### src/rtl/pod_kinematics_integrator_pkg.sv
// rtl/pod_kinematics_integrator_pkg.sv - pod_model_pkg: state codes and rig-wide constants
// Shared with the sensor emulators so they agree on reset and track-end positions.
package pod_model_pkg;

  localparam logic [1:0] POD_IDLE  = 2'b00;
  localparam logic [1:0] POD_RUN   = 2'b01;
  localparam logic [1:0] POD_LIMIT = 2'b10;

  localparam int          POD_CLK_HZ    = 50_000_000;
  localparam logic [63:0] POD_POS_INIT  = 64'd15_240_000_000;
  localparam logic [63:0] POD_POS_LIMIT = 64'd381_000_000_000;

  function automatic int max_int(input int a, input int b);
    return (a > b) ? a : b;
  endfunction

endpackage

### src/rtl/pod_kinematics_integrator_if.sv
// rtl/pod_kinematics_integrator_if.sv - control and state bundle of the pod motion model
// master drives accel/run/preload, slave (the integrator) returns motion state.
interface pod_kinematics_integrator_if #(
  parameter int ACC_W = 32,
  parameter int VEL_W = 32,
  parameter int POS_W = 64
);

  logic signed [ACC_W-1:0] accel;
  logic                    running;
  logic                    load;
  logic        [POS_W-1:0] load_pos;
  logic        [POS_W-1:0] position;
  logic        [VEL_W-1:0] velocity;
  logic        [VEL_W-1:0] pos_step;
  logic        [1:0]       state;
  logic                    at_limit;

  modport master (
    output accel, running, load, load_pos,
    input  position, velocity, pos_step, state, at_limit
  );

  modport slave (
    input  accel, running, load, load_pos,
    output position, velocity, pos_step, state, at_limit
  );

endinterface

### src/rtl/pod_kinematics_integrator_udiv.sv
// rtl/pod_kinematics_integrator_udiv.sv - pod_seq_udiv: restoring divider by a constant
// One quotient bit per clock; done pulses WIDTH+1 cycles after start, start while busy restarts.
module pod_seq_udiv #(
  parameter int WIDTH   = 32,
  parameter int DIVISOR = 100
) (
  input  logic             clk_50Mhz,
  input  logic             rst_n,
  input  logic             start,
  input  logic [WIDTH-1:0] dividend,
  output logic             busy,
  output logic             done,
  output logic [WIDTH-1:0] quotient
);

  localparam int             CNT_W = $clog2(WIDTH + 1);
  localparam logic [WIDTH:0] DIV_C = (WIDTH + 1)'(DIVISOR);

  logic [WIDTH-1:0] rem;
  logic [WIDTH-1:0] quo;
  logic [CNT_W-1:0] cnt;
  logic [WIDTH:0]   trial;

  // quo doubles as the dividend shift register; its MSB feeds the partial remainder.
  assign trial = {rem, quo[WIDTH-1]};

  always_ff @(posedge clk_50Mhz or negedge rst_n) begin
    if (!rst_n) begin
      busy <= 1'b0;
      done <= 1'b0;
      rem  <= '0;
      quo  <= '0;
      cnt  <= '0;
    end else if (start) begin
      busy <= 1'b1;
      done <= 1'b0;
      rem  <= '0;
      quo  <= dividend;
      cnt  <= '0;
    end else if (busy) begin
      if (cnt == CNT_W'(WIDTH)) begin
        busy <= 1'b0;
        done <= 1'b1;
      end else begin
        if (trial >= DIV_C) begin
          rem <= WIDTH'(trial - DIV_C);
          quo <= {quo[WIDTH-2:0], 1'b1};
        end else begin
          rem <= WIDTH'(trial);
          quo <= {quo[WIDTH-2:0], 1'b0};
        end
        cnt <= cnt + 1'b1;
      end
    end else begin
      done <= 1'b0;
    end
  end

  assign quotient = quo;

endmodule

### src/rtl/pod_kinematics_integrator.sv
// rtl/pod_kinematics_integrator.sv - pod velocity/position integrator with run/freeze FSM
// POD_LIMIT_EN: stop at POS_LIMIT and enter LIMIT; otherwise position wraps and at_limit is 0.
module pod_kinematics_integrator
  import pod_model_pkg::*;
#(
  parameter int               CLK_HZ      = POD_CLK_HZ,
  parameter int               VEL_TICK_HZ = 1_000,
  parameter int               POS_TICK_HZ = 100_000,
  parameter int               ACC_W       = 32,
  parameter int               VEL_W       = 32,
  parameter int               POS_W       = 64,
  parameter int               POS_DIV     = 100,
  parameter logic [VEL_W-1:0] VEL_MAX     = '1,
  parameter logic [POS_W-1:0] POS_INIT    = POS_W'(POD_POS_INIT),
  parameter logic [POS_W-1:0] POS_LIMIT   = POS_W'(POD_POS_LIMIT)
) (
  input  logic                        clk_50Mhz,
  input  logic                        rst_n,
  pod_kinematics_integrator_if.slave  pod
);

  localparam int VEL_PERIOD = CLK_HZ / VEL_TICK_HZ;
  localparam int POS_PERIOD = CLK_HZ / POS_TICK_HZ;
  localparam int VCNT_W     = $clog2(VEL_PERIOD + 1);
  localparam int PCNT_W     = $clog2(POS_PERIOD + 1);
  localparam int SUM_W      = max_int(ACC_W, VEL_W) + 2;

  localparam logic signed [SUM_W-1:0] VEL_MAX_EXT = signed'(SUM_W'(VEL_MAX));

  logic [1:0]        state_q, state_d;
  logic [POS_W-1:0]  pos_q, pos_d;
  logic [VEL_W-1:0]  vel_q, vel_d;
  logic [VEL_W-1:0]  step_q, step_d;
  logic [VCNT_W-1:0] vel_cnt;
  logic [PCNT_W-1:0] pos_cnt;

  logic                    counting;
  logic                    vel_tick;
  logic                    pos_tick;
  logic signed [SUM_W-1:0] vel_sum;
  logic [VEL_W-1:0]        vel_clamped;

  logic             div_start;
  logic             div_busy;
  logic             div_done;
  logic [VEL_W-1:0] div_quot;

  assign counting = (state_q == POD_RUN) && pod.running;
  assign vel_tick = counting && (vel_cnt == VCNT_W'(VEL_PERIOD - 1));
  assign pos_tick = counting && (pos_cnt == PCNT_W'(POS_PERIOD - 1));

  always_ff @(posedge clk_50Mhz or negedge rst_n) begin
    if (!rst_n) begin
      vel_cnt <= '0;
      pos_cnt <= '0;
    end else if (!counting) begin
      vel_cnt <= '0;
      pos_cnt <= '0;
    end else begin
      vel_cnt <= vel_tick ? '0 : vel_cnt + 1'b1;
      pos_cnt <= pos_tick ? '0 : pos_cnt + 1'b1;
    end
  end

  // Wide enough that velocity + most-negative accel can never wrap before the clamp.
  assign vel_sum = signed'(SUM_W'(vel_q)) + SUM_W'(pod.accel);

  always_comb begin
    vel_clamped = vel_sum[VEL_W-1:0];
    if (vel_sum[SUM_W-1]) begin
      vel_clamped = '0;
    end else if (vel_sum > VEL_MAX_EXT) begin
      vel_clamped = VEL_MAX;
    end
  end

`ifdef POD_LIMIT_EN
  logic [POS_W:0] pos_sum;
  assign pos_sum = {1'b0, pos_q} + (POS_W + 1)'(step_q);
`else
  logic [POS_W-1:0] pos_sum;
  assign pos_sum = pos_q + POS_W'(step_q);

  if (POS_LIMIT == '0) begin : g_track_end_unused
  end
`endif

  always_comb begin
    state_d = state_q;
    pos_d   = pos_q;
    vel_d   = vel_q;
    step_d  = step_q;
    if (div_done && !div_busy) begin
      step_d = div_quot;
    end
    case (state_q)
      POD_IDLE: begin
        if (pod.load) begin
          pos_d  = pod.load_pos;
          vel_d  = '0;
          step_d = '0;
        end
        if (pod.running) begin
          state_d = POD_RUN;
        end
      end
      POD_RUN: begin
        if (!pod.running) begin
          state_d = POD_IDLE;
        end else begin
          if (vel_tick) begin
            vel_d = vel_clamped;
          end
          if (pos_tick) begin
`ifdef POD_LIMIT_EN
            if (pos_sum >= {1'b0, POS_LIMIT}) begin
              pos_d   = POS_LIMIT;
              vel_d   = '0;
              step_d  = '0;
              state_d = POD_LIMIT;
            end else begin
              pos_d = pos_sum[POS_W-1:0];
            end
`else
            pos_d = pos_sum;
`endif
          end
        end
      end
`ifdef POD_LIMIT_EN
      POD_LIMIT: begin
        if (!pod.running) begin
          state_d = POD_IDLE;
        end
      end
`endif
      default: state_d = POD_IDLE;
    endcase
  end

  // Restarting on every change discards any in-flight quotient of a stale velocity.
  assign div_start = (vel_d != vel_q);

  pod_seq_udiv #(
    .WIDTH   (VEL_W),
    .DIVISOR (POS_DIV)
  ) u_div (
    .clk_50Mhz (clk_50Mhz),
    .rst_n     (rst_n),
    .start     (div_start),
    .dividend  (vel_d),
    .busy      (div_busy),
    .done      (div_done),
    .quotient  (div_quot)
  );

  always_ff @(posedge clk_50Mhz or negedge rst_n) begin
    if (!rst_n) begin
      state_q <= POD_IDLE;
      pos_q   <= POS_INIT;
      vel_q   <= '0;
      step_q  <= '0;
    end else begin
      state_q <= state_d;
      pos_q   <= pos_d;
      vel_q   <= vel_d;
      step_q  <= step_d;
    end
  end

  assign pod.position = pos_q;
  assign pod.velocity = vel_q;
  assign pod.pos_step = step_q;
  assign pod.state    = state_q;
`ifdef POD_LIMIT_EN
  assign pod.at_limit = (state_q == POD_LIMIT);
`else
  assign pod.at_limit = 1'b0;
`endif

endmodule

### src/flat_wrapper.sv
// flat-port wrapper written by rule: the top's interface ports become plain ports
module pod_kinematics_integrator_flat import pod_model_pkg::*;
#(
  parameter int               CLK_HZ      = POD_CLK_HZ,
  parameter int               VEL_TICK_HZ = 1_000,
  parameter int               POS_TICK_HZ = 100_000,
  parameter int               ACC_W       = 32,
  parameter int               VEL_W       = 32,
  parameter int               POS_W       = 64,
  parameter int               POS_DIV     = 100,
  parameter logic [VEL_W-1:0] VEL_MAX     = '1,
  parameter logic [POS_W-1:0] POS_INIT    = POS_W'(POD_POS_INIT),
  parameter logic [POS_W-1:0] POS_LIMIT   = POS_W'(POD_POS_LIMIT)
)
  (clk_50Mhz, rst_n, pod_accel, pod_running, pod_load, pod_load_pos, pod_position, pod_velocity, pod_pos_step, pod_state, pod_at_limit);
  pod_kinematics_integrator_if #(.ACC_W(ACC_W), .VEL_W(VEL_W), .POS_W(POS_W)) pod_i ();
  input  logic clk_50Mhz;
  input  logic rst_n;
  input wire logic [$bits(pod_i.accel)-1:0] pod_accel;
  input wire logic [$bits(pod_i.running)-1:0] pod_running;
  input wire logic [$bits(pod_i.load)-1:0] pod_load;
  input wire logic [$bits(pod_i.load_pos)-1:0] pod_load_pos;
  output wire logic [$bits(pod_i.position)-1:0] pod_position;
  output wire logic [$bits(pod_i.velocity)-1:0] pod_velocity;
  output wire logic [$bits(pod_i.pos_step)-1:0] pod_pos_step;
  output wire logic [$bits(pod_i.state)-1:0] pod_state;
  output wire logic [$bits(pod_i.at_limit)-1:0] pod_at_limit;
  assign pod_i.accel = pod_accel;
  assign pod_i.running = pod_running;
  assign pod_i.load = pod_load;
  assign pod_i.load_pos = pod_load_pos;
  assign pod_position = pod_i.position;
  assign pod_velocity = pod_i.velocity;
  assign pod_pos_step = pod_i.pos_step;
  assign pod_state = pod_i.state;
  assign pod_at_limit = pod_i.at_limit;
  pod_kinematics_integrator #(.CLK_HZ(CLK_HZ), .VEL_TICK_HZ(VEL_TICK_HZ), .POS_TICK_HZ(POS_TICK_HZ), .ACC_W(ACC_W), .VEL_W(VEL_W), .POS_W(POS_W), .POS_DIV(POS_DIV), .VEL_MAX(VEL_MAX), .POS_INIT(POS_INIT), .POS_LIMIT(POS_LIMIT)) u_core (.clk_50Mhz(clk_50Mhz), .rst_n(rst_n), .pod(pod_i));
endmodule
### config.mk
export PLATFORM = sky130hd
export DESIGN_NAME = pod_kinematics_integrator_flat
export DESIGN_NICKNAME = d
export VERILOG_FILES = /design/src/rtl/pod_kinematics_integrator_pkg.sv /design/src/rtl/pod_kinematics_integrator_if.sv /design/src/rtl/pod_kinematics_integrator_udiv.sv /design/src/rtl/pod_kinematics_integrator.sv /design/src/flat_wrapper.sv
export SDC_FILE = /design/constraint.sdc
export NUM_CORES = 1
export LEC_CHECK = 0
export ABC_AREA = 1
export CORE_AREA = 2 2 205 207
export DETAILED_ROUTE_END_ITERATION = 10
export DIE_AREA = 0 0 207 209
export REMOVE_ABC_BUFFERS = 1
export SYNTH_ARGS = -nofsm -noshare
export SYNTH_HDL_FRONTEND = slang
export SYNTH_SLANG_ARGS = --single-unit
export TNS_END_PERCENT = 30
### constraint.sdc
create_clock -name clk_50Mhz -period 5.7 [get_ports clk_50Mhz]
set_input_delay 1.14 -clock clk_50Mhz [delete_from_list [all_inputs] [get_ports clk_50Mhz]]
set_output_delay 1.14 -clock clk_50Mhz [all_outputs]
set_load 0.03 [all_outputs]
Word-level counts from Yosys, hierarchy flattened
Cells that the tools add are included.
W data, S select, Z words.
{"block": "totals", "regBits": 227}
{"block": "classes", "magnitude_cmp": 2, "eq_ne": 12, "n_addsub": 6, "n_reduce_logical": 11, "muxes": 37}
{"operator": "$mux W32", "count": 15}
{"operator": "$mux W64", "count": 3}
{"operator": "$pmux W64 S2", "count": 1}
{"operator": "$add A64 B32 Y64", "count": 1}
{"operator": "$pmux W32 S2", "count": 1}
{"operator": "$add A33 B32 Y34", "count": 1}
{"operator": "$gt A34 B33 Y1 const B", "count": 1}
{"operator": "$ge A33 B7 Y1 const B", "count": 1}
{"operator": "$mux W16", "count": 2}
{"operator": "$ne A32 B32 Y1", "count": 1}
{"operator": "$sub A32 B7 Y32 const B", "count": 1}
{"operator": "$mux W6", "count": 3}
{"operator": "$mux W9", "count": 2}
{"operator": "$add A16 B1 Y16 const B", "count": 1}
{"operator": "$eq A16 B16 Y1 const B", "count": 1}
{"operator": "$add A9 B1 Y9 const B", "count": 1}
{"operator": "$eq A9 B9 Y1 const B", "count": 1}
{"operator": "$ne A2 B2 Y1 const B", "count": 4}
{"operator": "$mux W1", "count": 7}
{"operator": "$add A6 B1 Y6 const B", "count": 1}
{"operator": "$eq A6 B6 Y1 const B", "count": 1}
{"operator": "$logic_and A1 B1 Y1", "count": 4}
{"operator": "$mux W2", "count": 2}
{"operator": "$ne A2 B1 Y1 const B", "count": 2}
{"operator": "8 further kinds", "count": 10}

Logic depth before layout (Yosys ltp)
{"block": "depth", "depth_word": 10, "mapped_depth": 32, "ltp_nobuf": 29}

Modules after synthesis
A second synthesis with hierarchy kept.
{"block": "hier_totals", "cells_unflattened": 2570, "area_unflattened_um2": 16958.8}
{"mod": "pod_kinematics_integrator", "area_each_um2": 12923.6, "cells_each": 2019, "instances": 1}
{"mod": "pod_seq_udiv", "area_each_um2": 4035.1, "cells_each": 551, "instances": 1}

Worst setup path before layout
No wires, ideal clock.
{"block": "synth_path", "path_type": "input port to flip-flop", "startpoint": "in pod_accel[0]", "endpoint": "reg u_core.u_div.quo[25], in the netlist u_core.u_div.quotient[25]", "required_time_ps": 5575, "slack_ps": 1687, "path_stages": 28, "t_arrival_ps": 3888, "cell_sequence": "ha_1 > inv_1 > fa_1 > o21ai_2 > nand2_1 > nand2_1 > nand2_1 > nand2_2 > nand2_1 > nand3_1 > nand2_1 > nand2_2 > buf_4 > nand2_1 > nand2_1 > nand2_1 > nand2_1 > nand2_1 > nand2_1 > nand3_1 > nor2_1 > nand2_1 > nor2_2 > nand2_2 > buf_6 > clkbuf_1 > nand2_1 > nand3_1"}
{"block": "synth_between", "elab_chain_len": 10}
{"item": "start: declaration", "line_no": "flat_wrapper.sv:19", "rtl": "input wire logic [$bits(pod_i.accel)-1:0] pod_accel;"}
{"item": "$add A33 B32 Y34 *", "line_no": "pod_kinematics_integrator.sv:66", "rtl": "assign vel_sum = signed'(SUM_W'(vel_q)) + SUM_W'(pod.accel);"}
{"item": "$gt A34 B33 Y1", "line_no": "pod_kinematics_integrator.sv:72", "rtl": "end else if (vel_sum > VEL_MAX_EXT) begin"}
{"item": "$mux W32", "line_no": "pod_kinematics_integrator.sv:72"}
{"item": "$mux W32 *", "line_no": "pod_kinematics_integrator.sv:70", "rtl": "if (vel_sum[SUM_W-1]) begin"}
{"item": "$mux W32 *", "line_no": "pod_kinematics_integrator.sv:111", "rtl": "if (vel_tick) begin"}
{"item": "$mux W32 *", "line_no": "pod_kinematics_integrator.sv:108", "rtl": "if (!pod.running) begin"}
{"item": "$pmux W32 S2 *", "line_no": "pod_kinematics_integrator.sv:96", "rtl": "case (state_q)"}
{"item": "net u_core.u_div.dividend[5]", "line_no": "pod_kinematics_integrator_udiv.sv:10", "rtl": "input logic [WIDTH-1:0] dividend,"}
{"item": "$ne A32 B32 Y1 *", "line_no": "pod_kinematics_integrator.sv:142", "rtl": "assign div_start = (vel_d != vel_q);"}
{"item": "$ne A2 B1 Y1 (no source line) / $reduce_bool A2 Y1 (equally long branches)"}
{"item": "$reduce_and A2 Y1 (no source line)"}
{"item": "end signal: assignment", "line_no": "pod_kinematics_integrator_udiv.sv:38", "rtl": "quo <= dividend;"}
{"item": "end signal: assignment", "line_no": "pod_kinematics_integrator_udiv.sv:47", "rtl": "quo <= {quo[WIDTH-2:0], 1'b1};"}
{"item": "end signal: assignment", "line_no": "pod_kinematics_integrator_udiv.sv:50", "rtl": "quo <= {quo[WIDTH-2:0], 1'b0};"}
{"item": "end: declaration", "line_no": "pod_kinematics_integrator_udiv.sv:20", "rtl": "logic [WIDTH-1:0] quo;"}
The timed path passes the listed nets; every way through them passes the cells marked *.
A chain may end at the register's enable or synchronous reset.

Final worst setup path
{"block": "layout_path", "startpoint": "in pod_accel[0]", "endpoint": "reg u_core.u_div.quo[31], in the netlist u_core.u_div.quotient[31]"}
The elaborated chain is that of the path after synthesis.

==> metrics.yaml <==
status: "completed"
grtUsageMet2_pct: 36.3
cts_resized: 0
whs_ps: 464
crit_required_ps: 6200
drcViolationCount: 0
ir_drop_v: 0.000223
finClkSkew_ps: 22.4
yosysTopAreaCellShare_pct: 32.3
final_area_sq_um: 20100
place_area_sq_um: 19100
max_freq_mhz: 201
intPower_mw: 4.61
yosysTopAreaCell: "dfrtp_1"
tns_ps: 0
syn_inst: 2390
critPathCaptureType: "flop"
hold_depth: 1
synth_cell_types: 51
placed_cells: 3100
synth_edf_count: 0
path_max_fanout: 64
finalSetupViolations: 0
pwr-share-comb_pct: 45.8
leakage_nw: 9.62
ant_nets: 0
dieWidth_um: 207
p_switching_mw: 3.61
syn_area_sq_um: 16300
post_cts.repair.setup_buffers: 0
startpoint_type: "primary input"
clkPwrFrac_pct: 22.9
yosysSeqAreaShare_pct: 34.9
cts_max_level: 1
grt_usage_pct: 23.5
cts_buffers: 28
final_core_util_pct: 48.6
cts-root-buf: "clkbuf_16"
p_total_mw: 8.22
finalWirelength_um: 51700
grt_busiest_layer: "met2"
die_y_um: 209
post-route-period-util_pct: 87.3
post-route-min-period_ps: 4980
arrival_ps: 5480
hold_path.class: "reg -> reg"
io_pins: 231
pwr-share-seq_pct: 31.3
final_cell_count_no_fill: 3152
antenna_cells: 0
hold_viol_final: 0
mostFrequentLayoutCell: "nand2_1"
swShare_pct: 43.9
clk_latency_ps: 560
cts_buffer_depth: 3
start_util_pct: 39.4
use_met1_pct: 35.0
synth.ff_latch_count: 226
dp_slack_ps: 266
dp_hpwl_um: 38800
ys_async_sr_fraction_pct: 100
gp_congestion: 0.964
wl_per_cell_um: 16.4
firstDrtPassIters: 6
core-area_sq_um: 41300
num_vias: 16500
worst_slack_ps: 721
antenna_found_initial: 0
cts.sinks: 226
path_class: "in -> reg"
dieArea_sq_um: 43300
slew_violations: 0
rsz0062_at_grt: "no"
synthToLayoutAreaGrowth_pct: 23.4
synth_ff_type: "dfrtp_1"
ys.warnings.count: 0
hold_buffers: 0
grt_pass1_wl_um: 84600
path_clk_slew_ps: 60
io_buffers: 228
rows: 75
vias_per_cell: 5.24
relSlewSlack_pct: 16.4
tritoncts: "done"
r2r_cells: 25
final_cell_mix: "762 x nand2_1, 229 x nor2_1, 227 x clkdlybuf4s50_1"
drt_iter0_drc: 1113
layout.nets: 2766
worst_slew_pin_slew_ps: 1250
syn_avg_cell_area_sq_um: 6.81
maxCapViolations: 0
synth_area_leaders: "dfrtp_1 32%, nand2_1 18%, ha_1 5.6%"
grt_start_max_net_pins: 113
final_layout_size_suffix_gt1_share_pct: 4.71
grt_pass1_vias: 15800
powerDensity_nw_per_um2: 409
overflow: 0
use_met3_pct: 2.80
[area by class of cell]
type | count | area, sq um
clock buffers | 40 | 796
multi-input cells | 1855 | 9380
well taps | 539 | 674
fillers | 4199 | 21200
flip-flops and latches | 226 | 5680
clock inverters | 12 | 186
inverters | 226 | 848
repair buffers | 254 | 2520
[synth_stat cells (all sizes together), types with 8 or more instances]
cell type / n
or2: 8
dfrtp: 210
nand3: 98
o21a: 13
inv: 224
o21ai: 177
ha: 73
a31oi: 15
nor2: 238
buf: 38
nor3: 59
nand2: 773
a21oi: 139
xnor2: 33
nand4: 92
dfstp: 16
o22ai: 12
xor2: 54
o211ai: 14
nor4: 15
clkbuf: 46
[logic make-up (layout without fill, tap and decap cells)]
group           Yosys count  in the layout  synth area share [%]
simple gates           1298           1298                  33.6
compound gates          393            393                  13.3
buf+inv                 310            532                  7.63
flops                   226            226                  34.9
xor+xnor                 87             87                  4.68
fa+ha+maj                75             75                  5.86
other cells               1              2                0.0230
[worst paths after layout]
path	from	endpoint	slack (ps)
setup reg to reg	u_core.pod.velocity[0]	u_core.u_div.quotient[31]	1320
hold / removal	u_core.pos_cnt[0]	u_core.pos_cnt[0]	460
hold reg to reg	u_core.pos_cnt[0]	u_core.pos_cnt[0]	460
min in group asynchronous	rst_n	u_core.pod.position[4]	630
max in group asynchronous	rst_n	u_core.pod.position[21]	3780
setup / recovery	pod_accel[0]	u_core.u_div.quotient[31]	720
[routing by layer]
layer / wire [um] / up-vias
li1: - / 8289
met1: 25300 / 7675
met2: 22400 / 482
met3: 2880 / 79
met4: 1150 / 0
met5: 0 / -
[flip-flops by register name, indices dropped and copies added, names as in the netlist, 6 cells and up]
register               count
u_core.pod.velocity       32
u_core.u_div.quotient     32
u_core.pod.pos_step       32
u_core.pos_cnt             9
u_core.vel_cnt            16
u_core.pod.position       64
u_core.u_div.cnt           6
u_core.u_div.rem          32
[power by group through the flow]
stage	Sequential (mW)	Combinational [mW]	Clock, mW
floorplan	3.02	1.90	0
global placement	2.58	3.71	0
detailed placement	2.59	3.77	0
CTS	2.57	3.78	1.92
global route	2.64	4.19	1.98
finish	2.57	3.77	1.88
[worst max-delay path, stage by stage]
cell and delay [ps]:
clkdlybuf4s50_1 470, ha_1 240, inv_1 80, fa_1 410, o21ai_2 210, nand2_1 70, nand2_1 130, nand2_1 80
nand2_2 130, nand2_1 70, nand3_1 70, nand2_1 70, nand2_2 460, nand2_1 100, nand2_1 80, nand2_1 50
nand2_1 70, nand2_1 140, nand2_1 100, nand3_1 80, nor2_1 110, nand2_1 90, nor2_4 140, buf_4 520
nand4_1 170, nand3_1 130
No activity file was read; power rests on OpenSTA's default activity.
